### config.mk
export PLATFORM = sky130hd
export DESIGN_NAME = vga_timing_gen
export DESIGN_NICKNAME = d
export VERILOG_FILES = /design/src/rtl/vga_timing_gen.sv
export SDC_FILE = /design/constraint.sdc
export NUM_CORES = 1
export LEC_CHECK = 0
export ABC_CLOCK_PERIOD_IN_PS = 3400
export BUFFER_PORTS_ARGS = -buffer_cell sky130_fd_sc_hd__buf_2
export CAP_MARGIN = 20
export CORE_ASPECT_RATIO = 0.6
export CORE_MARGIN = 1.5
export CORE_UTILIZATION = 57
export CTS_CLUSTER_DIAMETER = 200
export DETAILED_ROUTE_END_ITERATION = 12
export GPL_ROUTABILITY_DRIVEN = 0
export PLACE_DENSITY = 0.8
export SETUP_SLACK_MARGIN = 0.5
export SYNTH_ARGS = -nofsm -noshare
export SYNTH_HDL_FRONTEND = slang
export SYNTH_SLANG_ARGS = --single-unit
### constraint.sdc
create_clock -name clk -period 3.4 [get_ports clk]
set_input_delay 0.17 -clock clk [delete_from_list [all_inputs] [get_ports clk]]
set_output_delay 0.17 -clock clk [all_outputs]
set_load 0.01 [all_outputs]
### src/rtl/vga_timing_gen.sv
// vga_timing_gen: VGA raster timing generator.
// Divides the system clock down to a pixel-rate enable. Walks the horizontal
// and vertical counters, and produces registered active-area and sync flags.
// It also produces a once-per-frame tick at the start of vertical blanking.
//
// Ports:
//   clk         system clock, all state changes on posedge
//   rst_n       asynchronous active-low reset
//   pix_en      pixel-rate enable, one clk wide every CLK_DIV clocks
//   h_cnt       horizontal pixel position, 0..H_TOTAL-1
//   v_cnt       vertical line position, 0..V_TOTAL-1
//   valid       high while (h_cnt, v_cnt) is inside the visible area
//   hsync       horizontal sync, SYNC_POL inside the sync window
//   vsync       vertical sync, SYNC_POL inside the sync window
//   frame_tick  one-clk pulse when the counters have just become (0, V_ACTIVE)
module vga_timing_gen #(
    parameter int unsigned CLK_DIV  = 4,
    parameter int unsigned H_ACTIVE = 640,
    parameter int unsigned H_FP     = 16,
    parameter int unsigned H_SYNC   = 96,
    parameter int unsigned H_BP     = 48,
    parameter int unsigned V_ACTIVE = 480,
    parameter int unsigned V_FP     = 10,
    parameter int unsigned V_SYNC   = 2,
    parameter int unsigned V_BP     = 33,
    parameter bit          SYNC_POL = 1'b0
) (
    input  logic       clk,
    input  logic       rst_n,
    output logic       pix_en,
    output logic [9:0] h_cnt,
    output logic [9:0] v_cnt,
    output logic       valid,
    output logic       hsync,
    output logic       vsync,
    output logic       frame_tick
);

    localparam int unsigned CNT_W    = 10;
    localparam int unsigned H_TOTAL  = H_ACTIVE + H_FP + H_SYNC + H_BP;
    localparam int unsigned V_TOTAL  = V_ACTIVE + V_FP + V_SYNC + V_BP;
    localparam int unsigned DIV_W    = (CLK_DIV > 1) ? $clog2(CLK_DIV) : 1;
    localparam int unsigned HS_START = H_ACTIVE + H_FP;
    localparam int unsigned HS_END   = HS_START + H_SYNC;
    localparam int unsigned VS_START = V_ACTIVE + V_FP;
    localparam int unsigned VS_END   = VS_START + V_SYNC;

    localparam logic [DIV_W-1:0] DIV_LAST = DIV_W'(CLK_DIV - 1);
    localparam logic [CNT_W-1:0] H_LAST   = CNT_W'(H_TOTAL - 1);
    localparam logic [CNT_W-1:0] V_LAST   = CNT_W'(V_TOTAL - 1);

    logic [DIV_W-1:0] r_div;
    logic             r_pix_en;
    logic [CNT_W-1:0] r_h;
    logic [CNT_W-1:0] r_v;
    logic             r_valid;
    logic             r_hsync;
    logic             r_vsync;
    logic             r_tick;

    logic [DIV_W-1:0] w_div_next;
    logic             w_pix_en_next;
    logic             w_h_wrap;
    logic [CNT_W-1:0] w_h_next;
    logic [CNT_W-1:0] w_v_next;
    logic             w_valid_next;
    logic             w_hsync_next;
    logic             w_vsync_next;
    logic             w_tick_next;

    // Next-state logic. pix_en is registered from the next divider value so it
    // is high exactly while r_div == CLK_DIV-1. Flags are derived from the
    // next coordinates so they stay aligned with h_cnt/v_cnt.
    always_comb begin
        w_div_next    = (r_div == DIV_LAST) ? '0 : r_div + DIV_W'(1);
        w_pix_en_next = (w_div_next == DIV_LAST);

        w_h_wrap = (r_h == H_LAST);
        w_h_next = w_h_wrap ? '0 : r_h + CNT_W'(1);
        w_v_next = r_v;
        if (w_h_wrap) begin
            w_v_next = (r_v == V_LAST) ? '0 : r_v + CNT_W'(1);
        end

        w_valid_next = (w_h_next < CNT_W'(H_ACTIVE)) && (w_v_next < CNT_W'(V_ACTIVE));
        w_hsync_next = ((w_h_next >= CNT_W'(HS_START)) && (w_h_next < CNT_W'(HS_END)))
                       ? SYNC_POL : ~SYNC_POL;
        w_vsync_next = ((w_v_next >= CNT_W'(VS_START)) && (w_v_next < CNT_W'(VS_END)))
                       ? SYNC_POL : ~SYNC_POL;

        // Fires only on the step into line V_ACTIVE at column 0
        w_tick_next = r_pix_en && w_h_wrap && (w_v_next == CNT_W'(V_ACTIVE));
    end

    // State registers; reset parks the raster on the last blanking pixel
    always_ff @(posedge clk or negedge rst_n) begin
        if (!rst_n) begin
            r_div    <= '0;
            r_pix_en <= 1'(CLK_DIV == 1);
            r_h      <= H_LAST;
            r_v      <= V_LAST;
            r_valid  <= 1'b0;
            r_hsync  <= ~SYNC_POL;
            r_vsync  <= ~SYNC_POL;
            r_tick   <= 1'b0;
        end else begin
            r_div    <= w_div_next;
            r_pix_en <= w_pix_en_next;
            r_tick   <= w_tick_next;
            if (r_pix_en) begin
                r_h     <= w_h_next;
                r_v     <= w_v_next;
                r_valid <= w_valid_next;
                r_hsync <= w_hsync_next;
                r_vsync <= w_vsync_next;
            end
        end
    end

    assign pix_en     = r_pix_en;
    assign h_cnt      = r_h;
    assign v_cnt      = r_v;
    assign valid      = r_valid;
    assign hsync      = r_hsync;
    assign vsync      = r_vsync;
    assign frame_tick = r_tick;

endmodule

==> tab_implementation.tex <==
\begin{tabular}{lr}
\hline
Metric & Value \\
\hline
\multicolumn{2}{l}{\textbf{Outcome}} \\
\quad Result of the run & finished clean \\
\multicolumn{2}{l}{\textbf{Route}} \\
\quad First-pass DRT Iterations & 5 \\
\quad WL per Instance & between 15 and 20 um \\
\quad Drt first-iter violations & 213 \\
\quad Sum of routed wire length over all layers & 4170 um \\
\quad Antenna-violating nets left & 0 \\
\quad DRC viols & 0 \\
\quad Vias per cell & 6.12 \\
\quad Number of vias in the routed layout & roughly 1600 \\
\multicolumn{2}{l}{\textbf{STA}} \\
\quad Max Fclk & 363 MHz \\
\quad Setup tns final & 0 ns \\
\quad Min Tclk post-route & 2.76 ns \\
\quad Fraction of the cycle the final worst path needs & 81.1\% \\
\quad Fin. max-slew vios & 0 \\
\quad Setup Viol. Count Final & 0 \\
\quad Final hold violations & 0 \\
\quad Setup ws final & 0.642 ns \\
\quad Final clock skew & $\sim$0.006 ns \\
\quad Max\_slew headroom & around 55\% \\
\quad Worst Max-Slew Pin Slew & approximately 0.67 ns \\
\quad Setup repair after global routing missed its margin & false \\
\multicolumn{2}{l}{\textbf{Floorplanning}} \\
\quad Die height & 46.7 um \\
\quad Core area & 2950 um\^{}2 \\
\quad Number of placement rows & 15 \\
\quad X dimension of the die & 75.9 um \\
\quad Number of ports placed on the die boundary & 27 \\
\quad Initial core utilization & 61.6\% \\
\quad Floorplan die area & 3540 um\^{}2 \\
\multicolumn{2}{l}{\textbf{Placement}} \\
\quad Post-DP HPWL & 2950 um \\
\quad \# port buffers & 26 \\
\quad Worst slack at placement & 0.549 ns \\
\multicolumn{2}{l}{\textbf{Final layout}} \\
\quad Antenna cell count & 0 \\
\quad Total number of nets in the final design & roughly 230 \\
\quad Area growth from synthesis to final layout & 12.3\% \\
\quad Layout cells sized above 1 & between 20\% and 30\% \\
\multicolumn{2}{l}{\textbf{GRT}} \\
\quad Overflow left after global routing & 0 \\
\quad Vias in the first global route & 1382 \\
\quad Total GRT Usage & 25.6\% \\
\quad Largest net degree at the start of global routing & 28 \\
\quad Wire length of the first global-routing pass & 6670 um \\
\quad Initial antenna violation count & 0 \\
\multicolumn{2}{l}{\textbf{Worst setup path}} \\
\quad CP Class & register to register \\
\quad Slowest cell on the critical path & dfstp\_2 \\
\quad Sort of element at the end of the critical path & register \\
\quad Reg-to-reg setup timing slack & about 0.64 ns \\
\quad Category of cells accounting for the largest share of critical-path delay & simple AND/OR/NAND/NOR gates \\
\quad Biggest cell delay along the critical path & slightly above 0.6 ns \\
\quad Critical path required time & 3.60 ns \\
\quad Endpoint arrival time on the critical path & 2.96 ns \\
\quad Critical-path maximum fanout & 8 \\
\quad Worst-path cell chain & ha\_4 -> nand4\_2 -> nor3\_4 -> buf\_4 -> nand4\_4 -> xor2\_1 -> or4b\_4 -> o32a\_1 \\
\quad Buffers plus inverters on the worst setup path & 1 \\
\quad Crit path launch type & register \\
\multicolumn{2}{l}{\textbf{Pwr}} \\
\quad Maximum vdd ir drop & 0.253 mV \\
\quad P per Cell Area & 249 nW/um\^{}2 \\
\quad Leakage power summed over all cells & 0.000924 uW \\
\quad Power, Total & 508 uW \\
\multicolumn{2}{l}{\textbf{Yosys}} \\
\quad Count of flip-flops with a built-in enable after synthesis & 0 \\
\quad Share of synthesized flip-flops with an asynchronous set or reset & 100\% \\
\quad Library cell occupying the most area in the post-synthesis netlist & dfrtp\_1 \\
\quad Cell count after synthesis & 203 \\
\quad Number of warnings printed during yosys synthesis & 0 \\
\quad Synth cell types & 50 \\
\quad Seq/Total Area, Yosys & between 30\% and 40\% \\
\quad Synth Net Count & 210 \\
\quad Top cells by area in the synthesized netlist & dfrtp\_1 (21\%), dfstp\_2 (17\%), o21ai\_0 (5.5\%) \\
\quad Area share of the largest cell type after synthesis & just over 20\% \\
\quad Register bit count reported by yosys & 27 \\
\quad Dominant synthesized flop cell & dfrtp\_1 \\
\quad Average cell area after synthesis & 8.94 um\^{}2 \\
\quad Netlist Area Pre-Place & approximately 1800 um\^{}2 \\
\multicolumn{2}{l}{\textbf{CTS}} \\
\quad Clock latency reported for the late side of the worst-skew pair & 0.27 ns \\
\quad Clk pin slew, worst setup/hold paths & 0.09 ns \\
\quad Number of clock buffers inserted by TritonCTS & 3 \\
\quad Clock sink total & 27 \\
\quad Largest buffer count on any clock path & 2 \\
\quad TritonCTS clock tree & done \\
\quad Root Driver & clkbuf\_8 \\
\quad H-tree levels & 1 \\
\multicolumn{2}{l}{\textbf{Min path}} \\
\quad Hold Path Class & input pin to asynchronous set/reset pin \\
\multicolumn{2}{l}{\textbf{Flow run}} \\
\quad MaxCap Viol Count & 0 \\
\hline
\end{tabular}
==> timing repair <==
item	4_1_cts	5_1_grt
hold buffers	1	0
gates resized for setup	0	3
setup buffers	0	6
setup endpoints to repair	0	2
hold endpoints to repair	15	0
==> through the flow <==
step                      hold WS, ns  util, %  cell area [um^2]  instances
after global placement          0.199     65.1              1920        256
final                           0.435     69.2              2040        267
after global routing            0.489     69.2              2040        267
after detailed placement        0.212     65.1              1920        256
after floorplan                -0.126        -              1820        203
after CTS                       0.454     67.0              1970        261
==> metal layers <==
layer	up-vias	share of wire, %	global-route usage, %
li1	770	-	-
met1	771	48	39.4
met2	86	43	35.5
met3	6	8.4	7.00
met4	0	0.96	5.71
met5	-	0	0
==> power by group <==
group,total (uW),internal (uW),switching [uW]
registers,322,322,0
logic,7.29,1.15,6.14
clock network,180,84.0,95.6
total,508,407,102
==> worst reg2reg max path, stage by stage, from the launching register on <==
cell and delay, ns:
dfstp_2 0.61, ha_4 0.21, nand4_2 0.21, nor3_4 0.26
buf_4 0.18, nand4_4 0.11, xor2_1 0.19, or4b_4 0.54
o32a_1 0.38
==> registers in the layout, summed over array words and instances, names as in the netlist <==
register,count
h_cnt,10
v_cnt,10
r_div,2
frame_tick,1
hsync,1
pix_en,1
valid,1
vsync,1
==> cells in the mapped netlist (2+ instances only) <==
cell type   n
and3_1      2
mux2i_1     2
nor2_1     16
nor4_1      3
clkbuf_1    5
nand4_1     2
inv_1       8
dfrtp_1    15
nand3_1    13
a31oi_1     4
nand2_1    20
nor2b_1     4
ha_1        5
a41oi_1     2
xor2_1      2
o21ai_0    20
buf_6       2
mux2_2      3
nor3_1      3
dfstp_2    12
o31ai_1     2
buf_2       9
a22oi_1     4
a21oi_1     5
xnor2_1     8
a21o_1      2
and4_1      4
o21ai_1     2
and2_1      3
==> cell type report <==
type	count	area, um^2
Tap cell	42	52.6
Timing Repair Buffer	34	193
Inverter	8	30.0
Multi-Input combinational cell	152	1030
Sequential cell	27	691
Fill cell	231	908
Clock buffer	4	45.0
==> worst paths after layout <==
kind / start / to / depth (start not counted)
worst max-delay path: h_cnt[0] / vsync / 8
worst min-delay path: rst_n / h_cnt[6] / 2
worst max register to register: h_cnt[0] / vsync / 8
worst min register to register: r_div[0] / r_div[0] / 1
max in group asynchronous: rst_n / h_cnt[5] / 2
min in group clk: r_div[0] / r_div[0] / 1
==> cells by family (layout without fill, tap and decap cells) <==
group / count (synthesis) / in the layout / synth area share [%]
simple gates: 83 / 83 / 27.4
xor+xnor: 10 / 10 / 4.82
buf+inv: 24 / 46 / 6.41
compound gates: 49 / 49 / 17.0
flops: 27 / 27 / 38.0
mux: 5 / 5 / 2.96
fa+ha+maj: 5 / 5 / 3.45
==> placed cells by master, fill, tap and decap left out, types with 2 or more instances in the layout <==
master	netlist	routed
nor4_1	3	2
o21ai_1	2	2
nand2_1	20	20
mux2_2	3	3
mux2i_1	2	2
a31oi_1	4	4
nor2b_1	4	4
nor3_1	3	3
o31ai_1	2	2
and3_1	2	2
clkbuf_8	0	3
a21oi_1	5	5
and4_1	4	4
o21ai_0	20	20
dfrtp_1	15	15
buf_2	9	26
buf_4	0	7
inv_1	8	8
xor2_1	2	2
and2_1	3	3
a22oi_1	4	4
a21o_1	2	2
xnor2_1	8	8
a41oi_1	2	2
ha_1	5	4
dfstp_2	12	12
nand3_1	13	13
nand4_1	2	2
nor2_1	16	16
Note: power is estimated with default switching activity, not from simulation.
